--- src/rtl/delay_sched_pkg.sv ---
// Shared types and sizing helpers for the delay-paced sweep scheduler.
// Holds the FSM state encoding, default widths and the count ceiling helper.
package delay_sched_pkg;

    typedef enum logic [1:0] {
        IDLE = 2'd0,
        RUN  = 2'd1,
        HOLD = 2'd2,
        DONE = 2'd3
    } state_t;

    localparam int CW_DEFAULT = 4;
    localparam int DW_DEFAULT = 3;

    function automatic int cnt_max(input int cw);
        return (1 << cw) - 1;
    endfunction

endpackage

--- src/rtl/delay_scheduler_rr_arbiter.sv ---
// rr_arbiter: picks the first asserted request at or after the pointer, wrapping.
// Latency: purely combinational; backpressure: none, enable low forces no grant.
module rr_arbiter
    import delay_sched_pkg::*;
#(
    parameter int NREQ = 4,
    parameter int IW   = 2
) (
    input  logic [NREQ-1:0] req,
    input  logic [IW-1:0]   pointer,
    input  logic            enable,
    output logic [NREQ-1:0] grant,
    output logic [IW-1:0]   index
);

    always_comb begin
        logic          found;
        logic [IW-1:0] pos;
        grant = '0;
        index = '0;
        found = 1'b0;
        pos   = '0;
        for (int k = 0; k < NREQ; k++) begin
            pos = IW'((int'(pointer) + k) % NREQ);
            if (enable && !found && req[pos]) begin
                found      = 1'b1;
                grant[pos] = 1'b1;
                index      = pos;
            end
        end
    end

endmodule

--- src/rtl/delay_scheduler.sv ---
// delay_scheduler: round-robin owner of one delay-paced 0..CNT_MAX sweep; optional DELAY_SCHED_ABORT_EN.
// Latency: grant one cycle after req seen in IDLE; done at G+(CNT_MAX+1)*(dly+1); no backpressure, req is a level.
module delay_scheduler
    import delay_sched_pkg::*;
#(
    parameter int NREQ = 4,
    parameter int CW   = CW_DEFAULT,
    parameter int DW   = DW_DEFAULT
) (
    input  logic               clk,
    input  logic               reset,
    input  logic [NREQ-1:0]    req,
    input  logic [NREQ*DW-1:0] delay_in,
    output logic [NREQ-1:0]    gnt,
    output logic               busy,
    output logic [CW-1:0]      count,
    output logic               step,
    output logic [NREQ-1:0]    done
`ifdef DELAY_SCHED_ABORT_EN
    ,
    output logic               aborted
`endif
);

    localparam int            IW       = $clog2(NREQ);
    localparam logic [CW-1:0] CNT_MAX  = CW'(cnt_max(CW));
    localparam logic [CW-1:0] CNT_LAST = CNT_MAX - CW'(1);

    state_t          state;
    logic [IW-1:0]   ptr;
    logic [IW-1:0]   gidx;
    logic [DW-1:0]   dly;
    logic [DW-1:0]   presc;
    logic [NREQ-1:0] arb_gnt;
    logic [IW-1:0]   arb_idx;
    logic [IW-1:0]   next_ptr;
    logic            tick;

    rr_arbiter #(
        .NREQ (NREQ),
        .IW   (IW)
    ) u_arb (
        .req     (req),
        .pointer (ptr),
        .enable  (state == IDLE),
        .grant   (arb_gnt),
        .index   (arb_idx)
    );

    assign next_ptr = IW'((int'(gidx) + 1) % NREQ);
    assign tick     = (presc == dly);

    always_ff @(posedge clk) begin
        if (reset) begin
            state <= IDLE;
            ptr   <= '0;
            gidx  <= '0;
            dly   <= '0;
            presc <= '0;
            gnt   <= '0;
            busy  <= 1'b0;
            count <= '0;
            step  <= 1'b0;
            done  <= '0;
`ifdef DELAY_SCHED_ABORT_EN
            aborted <= 1'b0;
`endif
        end else begin
            step <= 1'b0;
            done <= '0;
`ifdef DELAY_SCHED_ABORT_EN
            aborted <= 1'b0;
`endif
            case (state)
                IDLE: begin
                    if (|arb_gnt) begin
                        gnt   <= arb_gnt;
                        gidx  <= arb_idx;
                        dly   <= delay_in[int'(arb_idx)*DW +: DW];
                        busy  <= 1'b1;
                        count <= '0;
                        presc <= '0;
                        state <= RUN;
                    end
                end
                RUN: begin
                    if (tick) begin
                        presc <= '0;
                        count <= count + CW'(1);
                        step  <= 1'b1;
                        if (count == CNT_LAST) begin
                            state <= HOLD;
                        end
                    end else begin
                        presc <= presc + DW'(1);
                    end
                end
                HOLD: begin
                    // Dwell at the top for one full step period before completing.
                    if (tick) begin
                        presc <= '0;
                        done  <= gnt;
                        gnt   <= '0;
                        count <= '0;
                        state <= DONE;
                    end else begin
                        presc <= presc + DW'(1);
                    end
                end
                DONE: begin
                    busy  <= 1'b0;
                    ptr   <= next_ptr;
                    state <= IDLE;
                end
                default: state <= IDLE;
            endcase
`ifdef DELAY_SCHED_ABORT_EN
            // Owner withdrew mid-run: drop the sweep and pass priority along.
            if ((state == RUN || state == HOLD) && !req[gidx]) begin
                state   <= IDLE;
                gnt     <= '0;
                count   <= '0;
                busy    <= 1'b0;
                presc   <= '0;
                step    <= 1'b0;
                done    <= '0;
                ptr     <= next_ptr;
                aborted <= 1'b1;
            end
`endif
        end
    end

endmodule

--- config.mk ---
export PLATFORM = sky130hd
export DESIGN_NAME = delay_scheduler
export DESIGN_NICKNAME = d
export VERILOG_FILES = /design/src/rtl/delay_sched_pkg.sv /design/src/rtl/delay_scheduler_rr_arbiter.sv /design/src/rtl/delay_scheduler.sv
export SDC_FILE = /design/constraint.sdc
export NUM_CORES = 1
export LEC_CHECK = 0
export CAP_MARGIN = 20
export CORE_MARGIN = 5
export CORE_UTILIZATION = 48
export DETAILED_ROUTE_END_ITERATION = 7
export MAX_ROUTING_LAYER = met4
export PLACE_DENSITY = 0.8
export SLEW_MARGIN = 20
export SYNTH_ARGS = -nofsm -noshare
export SYNTH_HDL_FRONTEND = slang
export SYNTH_HIERARCHICAL = 1
export SYNTH_SLANG_ARGS = --single-unit
--- constraint.sdc ---
create_clock -name clk -period 7.2 [get_ports clk]
set_input_delay 1.08 -clock clk [delete_from_list [all_inputs] [get_ports clk]]
set_output_delay 1.08 -clock clk [all_outputs]
set_load 0.02 [all_outputs]
==> impl_results.rst, run 1 <==
.. list-table::
   :header-rows: 1

   * - Metric
     - Value
   * - Status
     - finished clean
   * - Combinational family with the most area after synthesis
     - compound AO/OA/AOI/OAI gates
   * - Internal cell power
     - 0.4196 mW
   * - Largest cells by area after synthesis
     - sky130_fd_sc_hd__dfxtp_1 27%, sky130_fd_sc_hd__ha_1 9.2%, sky130_fd_sc_hd__a21oi_1 5.5%, sky130_fd_sc_hd__mux2i_1 5.2%, sky130_fd_sc_hd__mux4_2 4.7%
   * - Detailed-placement wirelength estimate
     - 3052 um
   * - Count of placed standard cells in the final layout, fillers left out
     - 279
   * - Rows
     - 23
   * - Critical Path AT
     - 4.02 ns
   * - EDFF count, synth
     - 0
   * - Post-Syn Area per Cell
     - 9.308 um2
   * - Post-synth ARST share
     - 0
   * - Clock Sink Count
     - 26
   * - Transition at the pin with the smallest max-transition slack
     - 0.8435 ns
   * - Die area
     - 5336 um2
   * - Xor-xnor portion of the synthesized cell area
     - 0.03016
   * - Post-synth design cell area
     - ~1900 um2
   * - Vertical extent of the die
     - around 73 um
   * - Yosys cell types
     - 54
   * - Routed via count
     - 1610
   * - Final Net Count
     - roughly 260
   * - Worst hold slack
     - 0.4458 ns
   * - Initial cell density of the core
     - 0.4875
   * - Post-layout util
     - 0.5822
   * - Via count of the first global-routing pass
     - 1549
   * - Dpl cells
     - 275
   * - RSZ-0062 raised after global routing
     - false
   * - Highest metal layer with signal wires
     - met4
   * - Number of search-and-repair iterations in the first detailed-routing pass
     - 6
   * - Final routed wire length divided by cell count
     - approximately 15 um
   * - # diodes
     - 0
   * - Avg Vias per Cell
     - 5.771
   * - Post-cts gate resize count
     - 0
   * - Part of the power in the clock network
     - 0.163
   * - Post-Synthesis Net Count
     - 237
   * - Combinational fraction of design power
     - 0.559
   * - Number of failing setup endpoints in the final timing report
     - 0
   * - Register area
     - 520.5 um2
   * - Final hold violation count
     - 0
   * - Sequential share of the synthesized area
     - 0.2728
   * - Filler Cells Inserted
     - 386
   * - Sw power
     - 0.3121 mW
   * - Worst endpoint required time
     - 7.37 ns
   * - Sequential share of power
     - 0.278
   * - Area of the core
     - 3914 um2
   * - Setup WS pre-CTS
     - 3.119 ns
   * - Startpoint type of the worst setup path
     - primary input
   * - Number of synthesis warnings
     - 6
   * - Buffer cell driving the clock tree root
     - sky130_fd_sc_hd__clkbuf_8
   * - Fraction of synthesized area in multiplexers
     - 0.1252
   * - Net switching fraction of the power
     - 0.4266
   * - Post-cts hold buffer count
     - 0
   * - Simple-gate portion of the synthesized area
     - 0.2033
   * - Depth of the CTS H-tree
     - 1
   * - Sum Neg Setup Slack
     - 0 ns
   * - Compound-gate portion of the synthesized area
     - 0.2105
   * - Maximum number of pins on one net before global-route repair
     - 25
   * - Class of the most critical setup path
     - primary input to flip-flop
   * - DRT antenna net count
     - 0
   * - Number of max-capacitance violations reported
     - 0
   * - Period utilization
     - 0.5351
   * - Fmax
     - 0.2596 GHz
   * - PD cells
     - 321.1 nW/um2
   * - Total clock buffers created by CTS
     - 3
   * - Placement-stage cell area
     - 2207 um2
   * - Chip Width
     - 73.05 um
   * - Register clock-pin slew on the reported worst setup and hold paths
     - around 0.09 ns
   * - Area fraction of the dominant cell type after synthesis
     - 0.2728
   * - TritonCTS clock tree
     - yes
   * - Tightest slew margin relative to the limit
     - 0.4359
   * - Total overflow reported by the global router
     - 0
   * - Final slew viol count
     - 0
   * - Violation count after the first detailed-routing iteration
     - 97
   * - Longest Clk Path Bufs
     - 2
   * - Final WS setup
     - 3.348 ns
   * - Aggregate global-route resource usage
     - 0.1622
   * - Sum of routed wire segments on met1
     - between 1500 and 2000 um
   * - Adder and majority gate portion of the synthesized area
     - 0.09180
   * - Cell type with the largest total area after synthesis
     - sky130_fd_sc_hd__dfxtp_1
   * - Critical Path Sink Type
     - flip-flop
   * - Area Growth Syn to Fin
     - 19.41%
   * - Boundary Pins
     - 32
   * - Primary FF master, synth
     - sky130_fd_sc_hd__dfxtp_1
   * - Post-CTS Repair Setup Buffers
     - 0
   * - Post-layout total power
     - 0.7317 mW
   * - HP Class
     - flip-flop to flip-flop
   * - Wire length of the first global-routing pass
     - 6837 um
   * - Clock insertion delay at the later pin of the skew report
     - 0.27 ns
   * - Routed WL
     - ~4100 um
   * - Antenna violations before repair
     - 0
   * - Detailed route wirelength on metal2
     - 2062 um
   * - Static Leak
     - 0.8083 nW
   * - Number of flip-flops and latches in the synthesized netlist
     - 26
   * - Critical path fanouts, max
     - 12
   * - Synth Instances
     - 205
   * - # port buffers
     - 31
   * - Footprint of the multi-input gates
     - 1261 um2
   * - Share of layout cells above drive strength 1
     - 0.09607
   * - Minimum clock period
     - just under 4 ns
   * - Highest ir drop seen on vdd
     - 0.1788 mV
   * - Final Wtd Congestion
     - 0.9475
   * - Final Cell Area
     - approximately 2300 um2
   * - Fin Clk Skew
     - 0.005931 ns
   * - Number of remaining DRC errors
     - 0
   * - Met3 routed wirelength
     - 177 um
## power groups by stage
stage | clock [mW] | combinational, mW | sequential, mW
after CTS | 0.121 | 0.408 | 0.204
after floorplan | 0 | 0.309 | 0.214
final | 0.119 | 0.409 | 0.204
after detailed placement | 0 | 0.406 | 0.207
after global placement | 0 | 0.397 | 0.206
after global routing | 0.129 | 0.453 | 0.208
## cell usage after synthesis (all sizes together), types with 2 or more instances
master and count:
inv 14, clkbuf 3, a41oi 3, nand4 3
nor3b 2, ha 14, a221o 4, and3 3
nor2b 5, nand4b 2, nor3 3, o21ai 8
nor2 11, xnor2 4, a311oi 3, nand3b 5
dfxtp 26, buf 8, a21oi 21, nand2b 8
mux2 2, a211oi 2, or3b 4, nand3 3
o31ai 3, mux4 5, mux2i 10, a31oi 2
nand2 11
## layout make-up
cell class	count	share of cell area
Clock buffer	3	0.01812
Clock inverter	1	0.01318
Inverter	14	0.02306
Multi-Input combinational cell	154	0.5535
Sequential cell	26	0.2284
Tap cell	50	0.02746
Timing Repair Buffer	31	0.1362
## final timing paths
path | end | slack [ns] | start | cells past startpoint
max | count[3] | 3.35 | req[0] | 9
min | done[3] | 0.45 | gnt[3] | 2
max reg2reg | count[3] | 3.48 | ptr[0] | 10
min reg2reg | done[3] | 0.45 | gnt[3] | 2
## state kept, by name (all words and copies together), names as in the netlist
name and cells:
gidx 2, ptr 2, gnt 4, state 2, count 4, done 4, presc 3, dly 3
busy 1, step 1
## metal layers
metal  global-route usage  vias to the layer above
met3              0.03306                        6
li1                     -                      803
met1               0.1937                      762
met5                    -                        -
met2               0.2781                       39
met4              0.03893                        0
## worst max-delay path, cell delays in order
cell	delay, ns
sky130_fd_sc_hd__clkdlybuf4s50_1	0.58
sky130_fd_sc_hd__mux4_1	0.67
sky130_fd_sc_hd__nand2_1	0.12
sky130_fd_sc_hd__a21oi_1	0.07
sky130_fd_sc_hd__a221o_1	0.30
sky130_fd_sc_hd__nor4_2	0.42
sky130_fd_sc_hd__and2_1	0.38
sky130_fd_sc_hd__nor3_1	0.11
sky130_fd_sc_hd__a311oi_1	0.28
## cells by family after synthesis
kind of cell,after synthesis
buffers and inverters,25
flip-flops,26
AO/OA/AOI/OAI,55
multiplexers,17
XOR/XNOR,4
adder cells (fa/ha/maj),14
AND/OR/NAND/NOR,64
## placed cells by master (no fill, tap or decap), types with 5 or more instances in the layout
master / n
sky130_fd_sc_hd__a21oi_1: 21
sky130_fd_sc_hd__clkdlybuf4s50_1: 31
sky130_fd_sc_hd__dfxtp_1: 26
sky130_fd_sc_hd__ha_1: 14
sky130_fd_sc_hd__inv_1: 14
sky130_fd_sc_hd__mux2i_1: 10
sky130_fd_sc_hd__nand2_1: 10
sky130_fd_sc_hd__nand2b_1: 6
sky130_fd_sc_hd__nand3b_1: 5
sky130_fd_sc_hd__nor2_1: 11
sky130_fd_sc_hd__o21ai_0: 8
Power figures use the tool's default switching activity.
==> inputs of run 2 (changes only) <==
==> constraint.sdc (replaced) <==
create_clock -name clk -period 3.9 [get_ports clk]
set_input_delay 0.585 -clock clk [delete_from_list [all_inputs] [get_ports clk]]
set_output_delay 0.585 -clock clk [all_outputs]
set_load 0.02 [all_outputs]
==> run 2 against run 1 <==
Cell count up 0.72%; critical path depth did not move; global-route usage decreased by 0.094 points; combinational power increased by 86%.
==> impl_results.rst, run 2 (same netlist as run 1, synthesis figures left out) <==
.. list-table::
   :header-rows: 1

   * - Metric
     - Value
   * - Largest registers
     - count (4), done (4), gnt (4)
   * - Post-cts hold buffer count
     - 0
   * - Sum Neg Setup Slack
     - 0 ns
   * - Most frequent cells in the layout
     - 31 x sky130_fd_sc_hd__clkdlybuf4s50_1, 26 x sky130_fd_sc_hd__dfxtp_1, 21 x sky130_fd_sc_hd__a21oi_1
   * - Rows
     - 23
   * - Detailed-placement wirelength estimate
     - 3068 um
   * - Status
     - finished clean
   * - Area Growth Syn to Fin
     - 20.20%
   * - Longest Clk Path Bufs
     - 2
   * - Setup WS pre-CTS
     - approximately 0.34 ns
   * - Final Wtd Congestion
     - roughly 0.88
   * - Maximum number of pins on one net before global-route repair
     - 25
   * - HP Class
     - flip-flop to flip-flop
   * - Fmax
     - between 0.3 and 0.4 GHz
   * - Critical path fanouts, max
     - 12
   * - Initial cell density of the core
     - 0.4875
   * - Final WS setup
     - 0.5791 ns
   * - Wire length of the first global-routing pass
     - 6665 um
   * - # port buffers
     - 31
   * - Area of the core
     - 3914 um2
   * - Antenna violations before repair
     - 0
   * - TritonCTS clock tree
     - yes
   * - Routed via count
     - 1643
   * - Post-cts gate resize count
     - 0
   * - Critical Path Sink Type
     - flip-flop
   * - Vertical extent of the die
     - between 70 and 80 um
   * - Aggregate global-route resource usage
     - 0.1613
   * - Fin Clk Skew
     - 0.006285 ns
   * - Buffer cell driving the clock tree root
     - sky130_fd_sc_hd__clkbuf_8
   * - Number of max-capacitance violations reported
     - 0
   * - Final routed wire length divided by cell count
     - ~14 um
   * - Slowest cell delay on critical path
     - about 0.7 ns
   * - Share of layout cells above drive strength 1
     - 0.1039
   * - Worst endpoint required time
     - 4.08 ns
   * - Highest ir drop seen on vdd
     - 0.3625 mV
   * - Filler Cells Inserted
     - 376
   * - Tightest slew margin relative to the limit
     - 0.4561
   * - Cell with the largest stage delay on the worst path
     - sky130_fd_sc_hd__mux4_1
   * - Chip Width
     - between 70 and 80 um
   * - Leading cell type in the layout, fill and taps excluded
     - sky130_fd_sc_hd__clkdlybuf4s50_1
   * - Die area
     - 5336 um2
   * - Via count of the first global-routing pass
     - 1518
   * - CP delay by family, top
     - simple AND/OR/NAND/NOR gates
   * - Startpoint type of the worst setup path
     - primary input
   * - Number of search-and-repair iterations in the first detailed-routing pass
     - 4
   * - Static Leak
     - roughly 0.82 nW
   * - Total overflow reported by the global router
     - 0
   * - Total clock buffers created by CTS
     - 3
   * - Final slew viol count
     - 0
   * - Placement-stage cell area
     - approximately 2200 um2
   * - Final Net Count
     - 264
   * - DRT antenna net count
     - 0
   * - Minimum clock period
     - 3.321 ns
   * - Routed WL
     - 4022 um
   * - Period utilization
     - 0.8515
   * - Post-CTS Repair Setup Buffers
     - 0
   * - Violation count after the first detailed-routing iteration
     - 114
   * - Boundary Pins
     - 32
   * - Number of failing setup endpoints in the final timing report
     - 0
   * - Depth of the CTS H-tree
     - 1
   * - Clock insertion delay at the later pin of the skew report
     - 0.27 ns
   * - Transition at the pin with the smallest max-transition slack
     - 0.8132 ns
   * - Number of remaining DRC errors
     - 0
   * - PD cells
     - 588.3 nW/um2
   * - Critical Path AT
     - 3.50 ns
   * - # diodes
     - 0
   * - Series of cell instances along the critical path
     - clkdlybuf4s50_1, mux4_1, nand2_1, a21oi_1, a221o_1, nor4_2, and2_1, nor3_1, a311oi_1
   * - Class of the most critical setup path
     - primary input to flip-flop
   * - Final hold violation count
     - 0
   * - RSZ-0062 raised after global routing
     - false
   * - Register clock-pin slew on the reported worst setup and hold paths
     - 0.09 ns
   * - Final Cell Area
     - 2293 um2
   * - Bufs and invs on worst path
     - 1
   * - Avg Vias per Cell
     - 5.847
   * - Clock Sink Count
     - 26
[run 2: changes by cell type in the layout (fill, tap and decap cells not counted), sizes merged]
| cell | before | now |
|---|---|---|
| buf | 0 | 2 |
[run 2: path summary, 6_finish.rpt]
| kind | start | end | slack [ns] | cells past startpoint |
|---|---|---|---|---|
| min reg2reg | gnt[3] | done[3] | 0.44 | 2 |
| min | gnt[3] | done[3] | 0.44 | 2 |
| max reg2reg | ptr[1] | count[2] | 0.70 | 10 |
| max | req[0] | count[2] | 0.58 | 9 |
[run 2: through the flow]
| step | hold slack [ns] | std cells | utilization | total power, mW |
|---|---|---|---|---|
| after detailed placement | 0.4312 | 277 | 0.5678 | 1.130 |
| after floorplan | 0.4496 | 205 | - | 0.9655 |
| after global placement | 0.4308 | 277 | 0.5678 | 1.114 |
| after CTS | 0.4463 | 281 | 0.5860 | 1.353 |
| final | 0.4424 | 281 | 0.5860 | 1.349 |
| after global routing | 0.4728 | 281 | 0.5860 | 1.454 |
[run 2: final cells by class]
cell class | count | area (um2) | share of cell area
Multi-Input combinational cell | 154 | 1261 | 0.5499
Sequential cell | 26 | 520.5 | 0.2270
Timing Repair Buffer | 33 | 325.3 | 0.1418
Tap cell | 50 | 62.56 | 0.02728
Inverter | 14 | 52.55 | 0.02291
Clock buffer | 3 | 41.29 | 0.01800
Clock inverter | 1 | 30.03 | 0.01309
[run 2: metal layers]
metal | vias to the layer above | global-route usage | wire length [um]
met3 | 2 | 0.02893 | 192
met1 | 777 | 0.1997 | 1729
met5 | - | - | 0
met2 | 48 | 0.2741 | 2076
met4 | 0 | 0.03279 | 23
li1 | 816 | - | -
[run 2: worst register-to-register path, delay by kind of cell, from the launching register on]
kind                       cells  cell delay [ns]
and+or+nand+nor                5             1.16
AOI/OAI and AO/OA              2             0.65
adders and majority gates      1             0.50
DFF                            1             0.34
muxes                          1             0.34
buffers and inverters          1             0.13
[run 2: power by group]
part / internal [mW] / switching [mW]
logic: 0.319 / 0.441
registers: 0.320 / 0.0459
clock network: 0.137 / 0.0853
total: 0.777 / 0.572
==> inputs of run 3 (changes only) <==
==> constraint.sdc (replaced) <==
create_clock -name clk -period 3.9 [get_ports clk]
set_input_delay 0.585 -clock clk [delete_from_list [all_inputs] [get_ports clk]]
set_output_delay 0.585 -clock clk [all_outputs]
set_load 0.1 [all_outputs]
==> results of run 3 <==
Same layout as run 2 (identical final DEF). Status: finished clean.
Main changes from that run: total power 1.349 mW -> 1.476 mW; worst IR drop on VDD 0.3625 mV -> 0.4597 mV
